File: src/rtl/clk_div_pkg.sv
// Shared types and constants for the clock-enable divider controller.
package clk_div_pkg;

  localparam int CLK_DIV_CNT_W = 16;
  localparam int MIN_DIV       = 2;

  typedef enum logic [1:0] {
    ST_STOP = 2'd0,
    ST_RUN  = 2'd1,
    ST_PEND = 2'd2
  } state_e;

endpackage

File: src/rtl/clk_div_core.sv
// Period counter with boundary detect and registered tick / square-wave outputs.
module clk_div_core
  import clk_div_pkg::*;
#(
  parameter int CNT_W = CLK_DIV_CNT_W
) (
  input  logic             clk,
  input  logic             rst_n,
  input  logic [CNT_W-1:0] div_i,
  input  logic             run_i,
  input  logic             load_i,
  output logic             boundary_o,
  output logic             tick_o,
  output logic             div_out_o
);

  logic [CNT_W-1:0] cnt_q, cnt_d;
  logic             tick_q, div_out_q;

  assign boundary_o = run_i && (cnt_q == (div_i - CNT_W'(1)));

  // Wrapping at the boundary (or restarting on load) keeps cnt below div_i.
  always_comb begin
    cnt_d = '0;
    if (run_i && !load_i && !boundary_o) begin
      cnt_d = cnt_q + CNT_W'(1);
    end
  end

  always_ff @(posedge clk or negedge rst_n) begin
    if (!rst_n) begin
      cnt_q     <= '0;
      tick_q    <= 1'b0;
      div_out_q <= 1'b0;
    end else begin
      cnt_q     <= cnt_d;
      tick_q    <= boundary_o;
      div_out_q <= run_i && (cnt_d >= (div_i >> 1));
    end
  end

  assign tick_o    = tick_q;
  assign div_out_o = div_out_q;

endmodule

File: src/rtl/clk_div_ctrl.sv
// Divider controller: config handshake, pending update, clamp and RUN/PEND/STOP sequencing.
module clk_div_ctrl
  import clk_div_pkg::*;
#(
  parameter int CNT_W       = CLK_DIV_CNT_W,
  parameter int DEFAULT_DIV = 4
) (
  input  logic             clk,
  input  logic             rst_n,
  input  logic             cfg_valid,
  output logic             cfg_ready,
  input  logic [CNT_W-1:0] cfg_div,
  input  logic             cfg_en,
  output logic             tick,
  output logic             div_out,
  output logic [CNT_W-1:0] active_div,
  output logic             running,
  output logic             cfg_err,
  output state_e           dbg_state
);

  // Handshake: a transfer happens on a rising edge where cfg_valid and cfg_ready
  // are both high; cfg_ready is registered and drops for the whole PEND window.
  state_e           state_q, state_d;
  logic [CNT_W-1:0] active_div_q, active_div_d;
  logic [CNT_W-1:0] pend_div_q, pend_div_d;
  logic             pend_en_q, pend_en_d;
  logic             cfg_err_q, cfg_err_d;
  logic             cfg_ready_q, running_q;
  logic             xfer, load, boundary;
  logic [CNT_W-1:0] div_clamped;

  assign xfer        = cfg_valid && cfg_ready_q;
  assign div_clamped = (cfg_div < CNT_W'(MIN_DIV)) ? CNT_W'(MIN_DIV) : cfg_div;

  always_comb begin
    state_d      = state_q;
    active_div_d = active_div_q;
    pend_div_d   = pend_div_q;
    pend_en_d    = pend_en_q;
    cfg_err_d    = cfg_err_q || (xfer && (cfg_div < CNT_W'(MIN_DIV)));
    load         = 1'b0;
    case (state_q)
      ST_STOP: begin
        if (xfer) begin
          active_div_d = div_clamped;
          load         = 1'b1;
          state_d      = cfg_en ? ST_RUN : ST_STOP;
        end
      end
      ST_RUN: begin
        if (xfer) begin
          pend_div_d = div_clamped;
          pend_en_d  = cfg_en;
          state_d    = ST_PEND;
        end
      end
      ST_PEND: begin
        // Updates land only on the boundary so the old period always completes.
        if (boundary) begin
          if (pend_en_q) begin
            active_div_d = pend_div_q;
            load         = 1'b1;
            state_d      = ST_RUN;
          end else begin
            state_d = ST_STOP;
          end
        end
      end
      default: state_d = ST_STOP;
    endcase
  end

  always_ff @(posedge clk or negedge rst_n) begin
    if (!rst_n) begin
      state_q      <= ST_RUN;
      active_div_q <= CNT_W'(DEFAULT_DIV);
      pend_div_q   <= '0;
      pend_en_q    <= 1'b0;
      cfg_err_q    <= 1'b0;
      cfg_ready_q  <= 1'b1;
      running_q    <= 1'b1;
    end else begin
      state_q      <= state_d;
      active_div_q <= active_div_d;
      pend_div_q   <= pend_div_d;
      pend_en_q    <= pend_en_d;
      cfg_err_q    <= cfg_err_d;
      cfg_ready_q  <= (state_d != ST_PEND);
      running_q    <= (state_d != ST_STOP);
    end
  end

  clk_div_core #(.CNT_W(CNT_W)) u_core (
    .clk        (clk),
    .rst_n      (rst_n),
    .div_i      (active_div_q),
    .run_i      (state_q != ST_STOP),
    .load_i     (load),
    .boundary_o (boundary),
    .tick_o     (tick),
    .div_out_o  (div_out)
  );

  assign cfg_ready  = cfg_ready_q;
  assign active_div = active_div_q;
  assign running    = running_q;
  assign cfg_err    = cfg_err_q;
  assign dbg_state  = state_q;

endmodule
File: config.mk
export PLATFORM = sky130hd
export DESIGN_NAME = clk_div_ctrl
export DESIGN_NICKNAME = d
export VERILOG_FILES = /design/src/rtl/clk_div_pkg.sv /design/src/rtl/clk_div_core.sv /design/src/rtl/clk_div_ctrl.sv
export SDC_FILE = /design/constraint.sdc
export NUM_CORES = 1
export LEC_CHECK = 0
export ABC_AREA = 1
export BUFFER_PORTS_ARGS = -buffer_cell sky130_fd_sc_hd__buf_2
export CORE_AREA = 2 2 105 107
export DETAILED_ROUTE_END_ITERATION = 8
export DIE_AREA = 0 0 107 109
export HOLD_SLACK_MARGIN = 0.15
export PLACE_DENSITY = 0.52
export SLEW_MARGIN = 10
export SYNTH_ARGS = -nofsm -noshare
export SYNTH_HDL_FRONTEND = slang
export SYNTH_HIERARCHICAL = 1
export SYNTH_SLANG_ARGS = --single-unit
export TNS_END_PERCENT = 50
File: constraint.sdc
create_clock -name clk -period 3.9 [get_ports clk]
set_clock_uncertainty 0.2 [all_clocks]
set_input_delay 0.39 -clock clk [delete_from_list [all_inputs] [get_ports clk]]
set_output_delay 0.39 -clock clk [all_outputs]
set_load 0.01 [all_outputs]
Word-level counts from Yosys, hierarchy flattened --
Index checks and enable logic that the tools add are counted.
Storage, ports and cells: memories 0, memory bits (writable) 0, bits in latches 0, word-level logic and storage cells 52, input bits 20, output and inout bits 23, ROM bits 0, bits in registers 56
Cells by class: $lt $le $gt $ge 2, bitwise logic cells 0, shifts and indexed selects 0, multiply operators 0, multiplexer cells 16, reductions and logical operators 15, eq/ne operators 7, divide/modulo/power cells 0, add/sub/neg operators 2
Operator list (number):
- $mux 16 | 5
- $pmux 16 s2 | 1
- $add 16x1->16 const B | 1
- $eq 16x16->1 | 1
- $ge 16x15->1 | 1
- $lt 16x2->1 const B | 1
- $sub 16x1->16 const B | 1
- $logic_and 1x1->1 | 6
- $mux 2 | 3
- $ne 2x2->1 const B | 3
- $pmux 2 s3 | 1
- $reduce_bool 2->1 | 3
- $mux 1 | 5
- $reduce_and 4->1 | 1
- $eq 2x1->1 const B | 1
- $eq 2x2->1 const B | 1
- $logic_not 1->1 | 2
- $logic_not 2->1 | 1
- $ne 2x1->1 const B | 1
- $pmux 1 s2 | 1
- $reduce_and 2->1 | 1
- $logic_or 1x1->1 | 1

Longest topological paths before layout --
Gate-level depths: netlist (run 1).
depth after elaboration 11, depth in mapped cells 39, gate-level depth less buffers 38

Modules after synthesis --
The synthesis (run 1) kept the hierarchy.
By module, submodules not included:
- clk_div_core | sequential area each 450.4 sq um, instances 1, area an instance 1913.1 sq um, cells each 290
- clk_div_ctrl | sequential area each 955.9 sq um, instances 1, area an instance 1681.6 sq um, cells each 200

Worst setup path after synthesis (run 1) --
Ideal clock, no wire load.
path type register -> register, start point register active_div_q[0] (netlist: active_div[0]), end point register u_core.div_out_q (netlist: u_core/div_out_o), stages on the path, launching flop included 37, required time 3587 ps, period minus slack after synthesis 3593 ps, library setup time 113 ps, arrival 3280 ps, buffers on the path 2, path slack 307 ps, cells stage by stage dfrtp_1 > inv_1 > ha_1 > inv_1 > nor2_1 > nand3_1 > nor2_2 > nand2_1 > nand2_1 > nand4_1 > nor2_1 > nand3_2 > inv_1 > nand3_2 > nand2_4 > buf_6 > nor2_1 > nand2_2 > buf_6 > nor2_1 > ha_1 > nand2_1 > nand2_1 > nand2_1 > nand2_1 > nand2_1 > nand2_1 > nand2_1 > nand2_1 > nand2_1 > nand2_1 > nand2_1 > nand2_1 > nand2_1 > nand3_1 > nand2_1 > inv_1
On the way: cells in the longest elaborated chain, start to end 11, elaborated cells on any way between the ends 12, those cells by class add/sub (1); order compare (1); eq/ne (1); mux (3); reduce/logical (6)
RTL lines:
- start, declared | RTL line clk_div_ctrl.sv:25 | logic [CNT_W-1:0] active_div_q, active_div_d;
- start signal, assigned | RTL line clk_div_ctrl.sv:77 | active_div_q <= CNT_W'(DEFAULT_DIV);
- start signal, assigned | RTL line clk_div_ctrl.sv:85 | active_div_q <= active_div_d;
- $sub 16x1->16 | RTL line clk_div_core.sv:20 | assign boundary_o = run_i && (cnt_q == (div_i - CNT_W'(1)));
- $eq 16x16->1 | RTL line clk_div_core.sv:20
- $logic_and 1x1->1 | RTL line clk_div_core.sv:20
- net boundary | RTL line clk_div_ctrl.sv:30 | logic xfer, load, boundary;
- $mux 1 | RTL line clk_div_ctrl.sv:60 | if (boundary) begin
- $pmux 1 s2 | RTL line clk_div_ctrl.sv:43 | case (state_q)
- net load | RTL line clk_div_ctrl.sv:30
- $logic_not 1->1 | RTL line clk_div_core.sv:25 | if (run_i && !load_i && !boundary_o) begin
- $logic_and 1x1->1 (2 in a row) | RTL line clk_div_core.sv:25
- $mux 16 | RTL line clk_div_core.sv:25
- net u_core.cnt_d[1] | RTL line clk_div_core.sv:17 | logic [CNT_W-1:0] cnt_q, cnt_d;
- $ge 16x15->1 | RTL line clk_div_core.sv:38 | div_out_q <= run_i && (cnt_d >= (div_i >> 1));
- $logic_and 1x1->1 | RTL line clk_div_core.sv:38
- end signal, assigned | RTL line clk_div_core.sv:38
- end, declared | RTL line clk_div_core.sv:18 | logic tick_q, div_out_q;
The timed path passes the listed nets, and every way through them passes these cells. A chain may end at the register's enable or synchronous reset.

Final worst setup path (run 1) --
start point register active_div_q[7] (netlist: active_div[7]), end point register u_core.div_out_q (netlist: u_core/div_out_o)
On the way: cells in the longest elaborated chain, start to end 11, elaborated cells on any way between the ends 12, those cells by class add/sub (1); order compare (1); eq/ne (1); mux (3); reduce/logical (6)
RTL lines (RTL line):
- $sub 16x1->16 * | clk_div_core.sv:20
- $eq 16x16->1 * | clk_div_core.sv:20
- $logic_and 1x1->1 * | clk_div_core.sv:20
- net boundary | clk_div_ctrl.sv:30
- $mux 1 | clk_div_ctrl.sv:60
- $pmux 1 s2 | clk_div_ctrl.sv:43
- $logic_not 1->1 | clk_div_core.sv:25
- $logic_and 1x1->1 | clk_div_core.sv:25
- $logic_and 1x1->1 * | clk_div_core.sv:25
- $mux 16 * | clk_div_core.sv:25
- net u_core.cnt_d[0] | clk_div_core.sv:17
- $ge 16x15->1 * | clk_div_core.sv:38
- $logic_and 1x1->1 * | clk_div_core.sv:38
Mark *: on every way through the listed nets, which the timed path passes. The rest lies on a longest branch.

==> flow_summary_export.csv, run 1 <==
group,metric,value,unit
floorplanning,die_area,11700,um2
cts,max-clock-path-buffers,2,
power,finalPower,2740,uW
logic_synthesis,syn-num-nets,527,
grt,grt_max_degree,31,
routing,drtPass1Iterations,4,
hold_path,hp-class,"input pin to flop",
power,leakagePower,0.00226,uW
sta,fin_crit_sh,91.8,%
routing,drt_wl_total,9.65,mm
cells_and_area,antenna_cells,0,
floorplanning,std_cell_rows,38,
setup_path,critPathCaptureType,"flop",
setup_path,setup.worst_path.start_class,"flop",
place,dpl_cell_area,4010,um2
grt,grt_usage,17.5,%
routing,dr_total_vias,3331,
routing,antenna_left,0,
grt,antenna_found_initial,0,
logic_synthesis,synth_edf_count,0,
sta,tns,0,ns
setup_path,crit_type,"flop to flop",
flow_run,maxCapViolations,0,
routing,drt-vias-per-instance,4.72,
place,io_buffers,42,
grt,grt_pass1_wl,16.1,mm
power,ir_drop,314,uV
floorplanning,io-pin-count,43,
cts,insertion_delay,0.32,ns
floorplanning,start_util,33.9,%
logic_synthesis,ys.flop_type,"dfrtp_1",
logic_synthesis,seq_area_frac_synth,39.1,%
sta,finalMaxSlewViolations,0,
setup_path,crit_required,3.92,ns
logic_synthesis,postSynthAreaPerCell,7.34,um2
cells_and_area,finish.utilization,41.1,%
hold_path,whs_path_depth,3,
sta,timing.final.ws_setup,0.321,ns
cells_and_area,drive_above_1_share,21.1,%
logic_synthesis,synthCells,490,
logic_synthesis,synth_top_area_share,36.2,%
setup_path,worstRegToRegCells,34,
cts,cts_htree_levels,2,
logic_synthesis,synthTopCellsByArea,"dfrtp_1, nand2_1, nor2_1, inv_1, ha_1",
sta,setup_violations,0,
cts,cts_root_buf,"clkbuf_8",
floorplanning,coreArea,10600,um2
sta,fmax,279,MHz
logic_synthesis,async_flop_share,100,%
setup_path,cpPeakStageDelay,0.52,ns
routing,drtIter0Drc,127,
setup_path,cpMostUsedCell,"nand2_1",
cells_and_area,syn2layout_area_growth,21.4,%
sta,hold_viol_final,0,
sta,worst_slew_pin_slew,0.809,ns
logic_synthesis,ys_types,33,
cells_and_area,final_area,4360,um2
sta,rsz0062_at_grt,"false",
place,place_congestion,0.887,
setup_path,crit_fanout,7,
sta,relSlewSlack,45.9,%
cts,cts_tree,"done",
cts,cts_inserted_buffers,5,
logic_synthesis,synth_largest_area_cell,"dfrtp_1",
power,cellPowerDensity,628,nW/um2
setup_path,slowest_stage,"dfrtp_1",
sta,min_period,3.58,ns
logic_synthesis,synth_warnings,6,
place,place_hpwl,7.39,mm
setup_path,cp.arrival,3.60,ns
outcome,status,"complete, no violations",
floorplanning,die_width,107,um
cells_and_area,fill_cells,1115,
cts,cts.reportedPaths.clkPinSlew,0.12,ns
floorplanning,die_h,109,um
routing,drc,0,
grt,grt_pass1_vias,3194,
cells_and_area,final_nets,601,
grt,grt_overflow_total,0,
cts,cts.sinks,56,
place,post-place-ws,0.00288,ns
logic_synthesis,synthesis.area,3590,um2
routing,wl_per_cell,13.7,um
logic_synthesis,synth_seq_cells,56,
[layout make-up]
class                           count  area [um2]  area share [%]
Sequential cell                    56        1410            32.2
Timing Repair Buffer               75         500            11.5
Tap cell                          140         175            4.01
Clock buffer                        5        68.8            1.58
Inverter                           63         239            5.48
Clock inverter                      3        25.0           0.574
Multi-Input combinational cell    363        1950            44.7
[repair_timing]
item,CTS,global route
hold buffers,17,0
pin swaps,0,5
gates cloned,0,1
hold endpoints to repair,48,0
endpoints found under the setup margin,1,1
buffers inserted,0,2
gates resized for setup,1,19
[critical path, delay by kind of cell, from the launching register on]
kind | cells | cell delay, ns
XOR/XNOR | 1 | 0.14
buffers and inverters | 4 | 0.19
flip-flops | 1 | 0.52
AO/OA/AOI/OAI | 1 | 0.10
adder cells (fa/ha/maj) | 1 | 0.26
AND/OR/NAND/NOR | 27 | 2.09
[cells in the mapped netlist, drive strengths merged, types with 2 or more instances]
master  number
ha          17
inv         63
nand2      164
dfstp        4
buf          9
o21bai       2
xnor2        2
dfrtp       52
nor2        69
nor3b        3
nand4        6
xor2        12
a21oi        8
nand3       27
o21ai       30
a31oi        4
nand3b       2
nor4         2
nor3        12
[flip-flops by register name (all words and copies together) (netlist names), 2 cells and up]
name / cells
dbg_state: 2
pend_div_q: 16
u_core/cnt_q: 16
active_div: 16
[placed cells by master, fill, tap and decap left out, types with 2 or more instances in the layout]
cell | netlist | layout
nand4_1 | 6 | 6
o21ai_0 | 10 | 9
ha_1 | 17 | 16
o21ai_1 | 20 | 21
nor2_2 | 4 | 8
inv_2 | 5 | 7
a21oi_1 | 8 | 7
a31oi_1 | 4 | 4
nand2_4 | 1 | 2
o21bai_1 | 2 | 2
nand3_1 | 24 | 22
dfrtp_1 | 52 | 52
nor3_2 | 8 | 8
nor3b_2 | 0 | 2
inv_1 | 57 | 55
nand3b_1 | 2 | 2
buf_4 | 0 | 16
clkbuf_8 | 0 | 5
buf_2 | 4 | 42
nor2_1 | 62 | 56
nor3_1 | 3 | 3
dfstp_2 | 4 | 4
nor2_4 | 3 | 5
nand2_1 | 158 | 157
dlygate4sd3_1 | 0 | 17
nand3_2 | 3 | 5
xor2_1 | 12 | 12
nand2_2 | 5 | 6
xnor2_1 | 2 | 2
[power breakdown]
part           total [uW]  leakage, uW  internal, uW  switching (uW)
registers             973     0.000716           779             194
logic                1420      0.00149           533             886
clock network         349    0.0000504           133             216
[metrics by stage]
| stage | hold slack, ns | instances |
|---|---|---|
| 3_5_place_dp | 0.253 | 677 |
| 5_1_grt | 0.170 | 705 |
| 6_report | 0.166 | 705 |
| 3_3_place_gp | 0.250 | 677 |
| 2_1_floorplan | -0.106 | 490 |
| 4_1_cts | 0.151 | 702 |
[cells by family after synthesis]
| kind of cell | share of synthesized area [%] |
|---|---|
| AOI/OAI and AO/OA | 6.86 |
| xor gates and xnor gates | 3.41 |
| adders and majority gates | 5.92 |
| buffers and inverters | 8.77 |
| DFF | 39.1 |
| and+or+nand+nor | 35.9 |
[path summary, 6_finish.rpt]
path / startpoint / slack, ns / end
max: active_div[7]$_DFFE_PN0P_ / 0.32 / u_core/div_out_o$_DFF_PN0_
min: cfg_div[1] / 0.17 / pend_div_q[1]$_DFFE_PN0P_
max reg2reg: active_div[7]$_DFFE_PN0P_ / 0.32 / u_core/div_out_o$_DFF_PN0_
min reg2reg: pend_div_q[12]$_DFFE_PN0P_ / 0.28 / pend_div_q[12]$_DFFE_PN0P_
max in group asynchronous: rst_n / 2.19 / dbg_state[0]$_DFF_PN1_
min in group asynchronous: rst_n / 0.45 / pend_div_q[4]$_DFFE_PN0P_
[layer usage]
layer / global-route usage [%] / part of all wire [%] / up-vias
met4: 4.17 / 1.5 / 0
met5: 0 / 0 / -
li1: - / - / 1693
met1: 24.8 / 49 / 1555
met3: 1.79 / 3.8 / 10
met2: 28.8 / 46 / 73
Note: power is estimated with default switching activity, not from simulation.
==> run 2, diff against run 1 <==
--- a/config.mk
+++ b/config.mk
@@ -7,11 +7,12 @@
 export LEC_CHECK = 0
 export ABC_AREA = 1
 export BUFFER_PORTS_ARGS = -buffer_cell sky130_fd_sc_hd__buf_2
+export CAP_MARGIN = 20
 export CORE_AREA = 2 2 105 107
 export DETAILED_ROUTE_END_ITERATION = 8
 export DIE_AREA = 0 0 107 109
 export HOLD_SLACK_MARGIN = 0.15
-export PLACE_DENSITY = 0.52
+export PLACE_DENSITY = 0.63
 export SLEW_MARGIN = 10
 export SYNTH_ARGS = -nofsm -noshare
 export SYNTH_HDL_FRONTEND = slang
==> flow_summary_export.csv, run 2 (synthesis results as in run 1) <==
group,metric,value,unit
place,io_buffers,42,
cells_and_area,antenna_cells,0,
setup_path,setup.worst_path.start_class,"flop",
routing,wl_per_cell,13.1,um
cells_and_area,syn2layout_area_growth,20.7,%
cts,cts_htree_levels,2,
grt,grt_overflow_total,0,
grt,grt_pass1_wl,15.5,mm
routing,drt_wl_total,9.22,mm
sta,fin_crit_sh,90.8,%
floorplanning,die_area,11700,um2
sta,relSlewSlack,46.1,%
sta,worst_slew_pin_slew,0.806,ns
cts,cts_tree,"done",
setup_path,slowest_stage,"dfrtp_1",
cts,cts_root_buf,"clkbuf_8",
place,post-place-ws,-0.00498,ns
cells_and_area,final_nets,597,
grt,grt_max_degree,32,
cts,cts.reportedPaths.clkPinSlew,0.11,ns
routing,dr_total_vias,3305,
grt,grt_pass1_vias,3245,
setup_path,cp_top_family,"simple AND/OR/NAND/NOR gates",
hold_path,hp-class,"input pin to flop",
routing,drt-vias-per-instance,4.71,
sta,fmax,282,MHz
place,place_congestion,0.931,
cells_and_area,drive_above_1_share,20.7,%
setup_path,cpMostUsedCell,"nand2_1",
setup_path,critPathCaptureType,"flop",
routing,drc,0,
sta,setup_violations,0,
cells_and_area,fill_cells,1075,
sta,timing.final.ws_setup,0.360,ns
sta,hold_viol_final,0,
floorplanning,die_h,109,um
routing,antenna_left,0,
cts,cts_inserted_buffers,5,
power,leakagePower,0.00224,uW
floorplanning,die_width,107,um
setup_path,cpPeakStageDelay,0.41,ns
power,cellPowerDensity,621,nW/um2
cts,cts.sinks,56,
setup_path,crit_type,"flop to flop",
sta,rsz0062_at_grt,"false",
outcome,status,"complete, no violations",
grt,grt_usage,16.7,%
cts,max-clock-path-buffers,2,
cts,insertion_delay,0.32,ns
sta,finalMaxSlewViolations,0,
setup_path,crit_buf_inv,5,
power,finalPower,2690,uW
floorplanning,coreArea,10600,um2
setup_path,cp.arrival,3.56,ns
cells_and_area,layout.cells.most_common,"nand2_1",
flow_run,maxCapViolations,0,
floorplanning,io-pin-count,43,
cells_and_area,final_cell_mix,"nand2_1, nor2_1, inv_1",
grt,antenna_found_initial,0,
setup_path,crit_required,3.92,ns
setup_path,crit_fanout,8,
power,ir_drop,297,uV
routing,drtPass1Iterations,4,
floorplanning,std_cell_rows,38,
sta,holdWs,0.158,ns
floorplanning,start_util,33.9,%
place,place_hpwl,7.03,mm
sta,min_period,3.54,ns
routing,drtIter0Drc,240,
run 2: cell count changes in the layout (fill, tap and decap cells not counted), sizes merged:
cell | before | now
inv | 65 | 64
clkinv | 1 | 2
buf | 58 | 55
nand2 | 165 | 164
run 2: metrics by stage:
step	cell area, um2	instances	TNS (ns)	utilization (%)
floorplan	3590	490	0	-
CTS	4240	698	0	40.0
detailed placement	3980	673	-0.00498	37.5
global route	4340	701	0	40.9
finish	4340	701	0	40.9
global placement	3980	673	0	37.5
run 2: cell type report:
type                       count  area, um2  area share [%]
clock buffer                   5       68.8            1.59
clock inverter                 3       22.5           0.519
inverter                      63        239            5.51
multi-input combinational    362       1950            44.9
sequential                    56       1410            32.4
tap                          140        175            4.04
timing repair buffer          72        478            11.0
run 2: worst paths after layout:
check	start	to	slack (ns)	depth (start not counted)
max	active_div[0]$_DFFE_PN0P_	u_core/div_out_o$_DFF_PN0_	0.36	29
min	cfg_div[1]	pend_div_q[1]$_DFFE_PN0P_	0.16	3
max reg2reg	active_div[0]$_DFFE_PN0P_	u_core/div_out_o$_DFF_PN0_	0.36	29
min reg2reg	pend_div_q[8]$_DFFE_PN0P_	pend_div_q[8]$_DFFE_PN0P_	0.28	2
max in group asynchronous	rst_n	u_core/cnt_q[8]$_DFF_PN0_	2.27	3
min in group asynchronous	rst_n	pend_div_q[9]$_DFFE_PN0P_	0.42	2
run 2: worst min-delay path, cell delays in order:
cell and delay (ns):
buf_2 0.09, inv_1 0.08, a31oi_1 0.08
run 2: power breakdown:
group	leakage [uW]	total, uW	switching (uW)	internal, uW
registers	0.000715	978	198	780
clock network	0.0000485	338	209	129
logic	0.00147	1380	858	519
total	0.00224	2690	1260	1430
run 2: per-layer routing:
layer  vias up  track usage (%)  wire length, um
met3        14             2.45              399
met4         0             6.12              179
met5         -                0                0
met2        81             27.6             4370
met1      1521             22.2             4270
li1       1689                -                -
run 2: timing repair:
item / CTS / global route
buffers inserted: 0 / 3
pin swaps: 0 / 6
hold buffers: 17 / 0
endpoints found under the setup margin: 1 / 1
hold endpoints to repair: 44 / 0
gates resized for setup: 1 / 21
gates cloned: 0 / 0
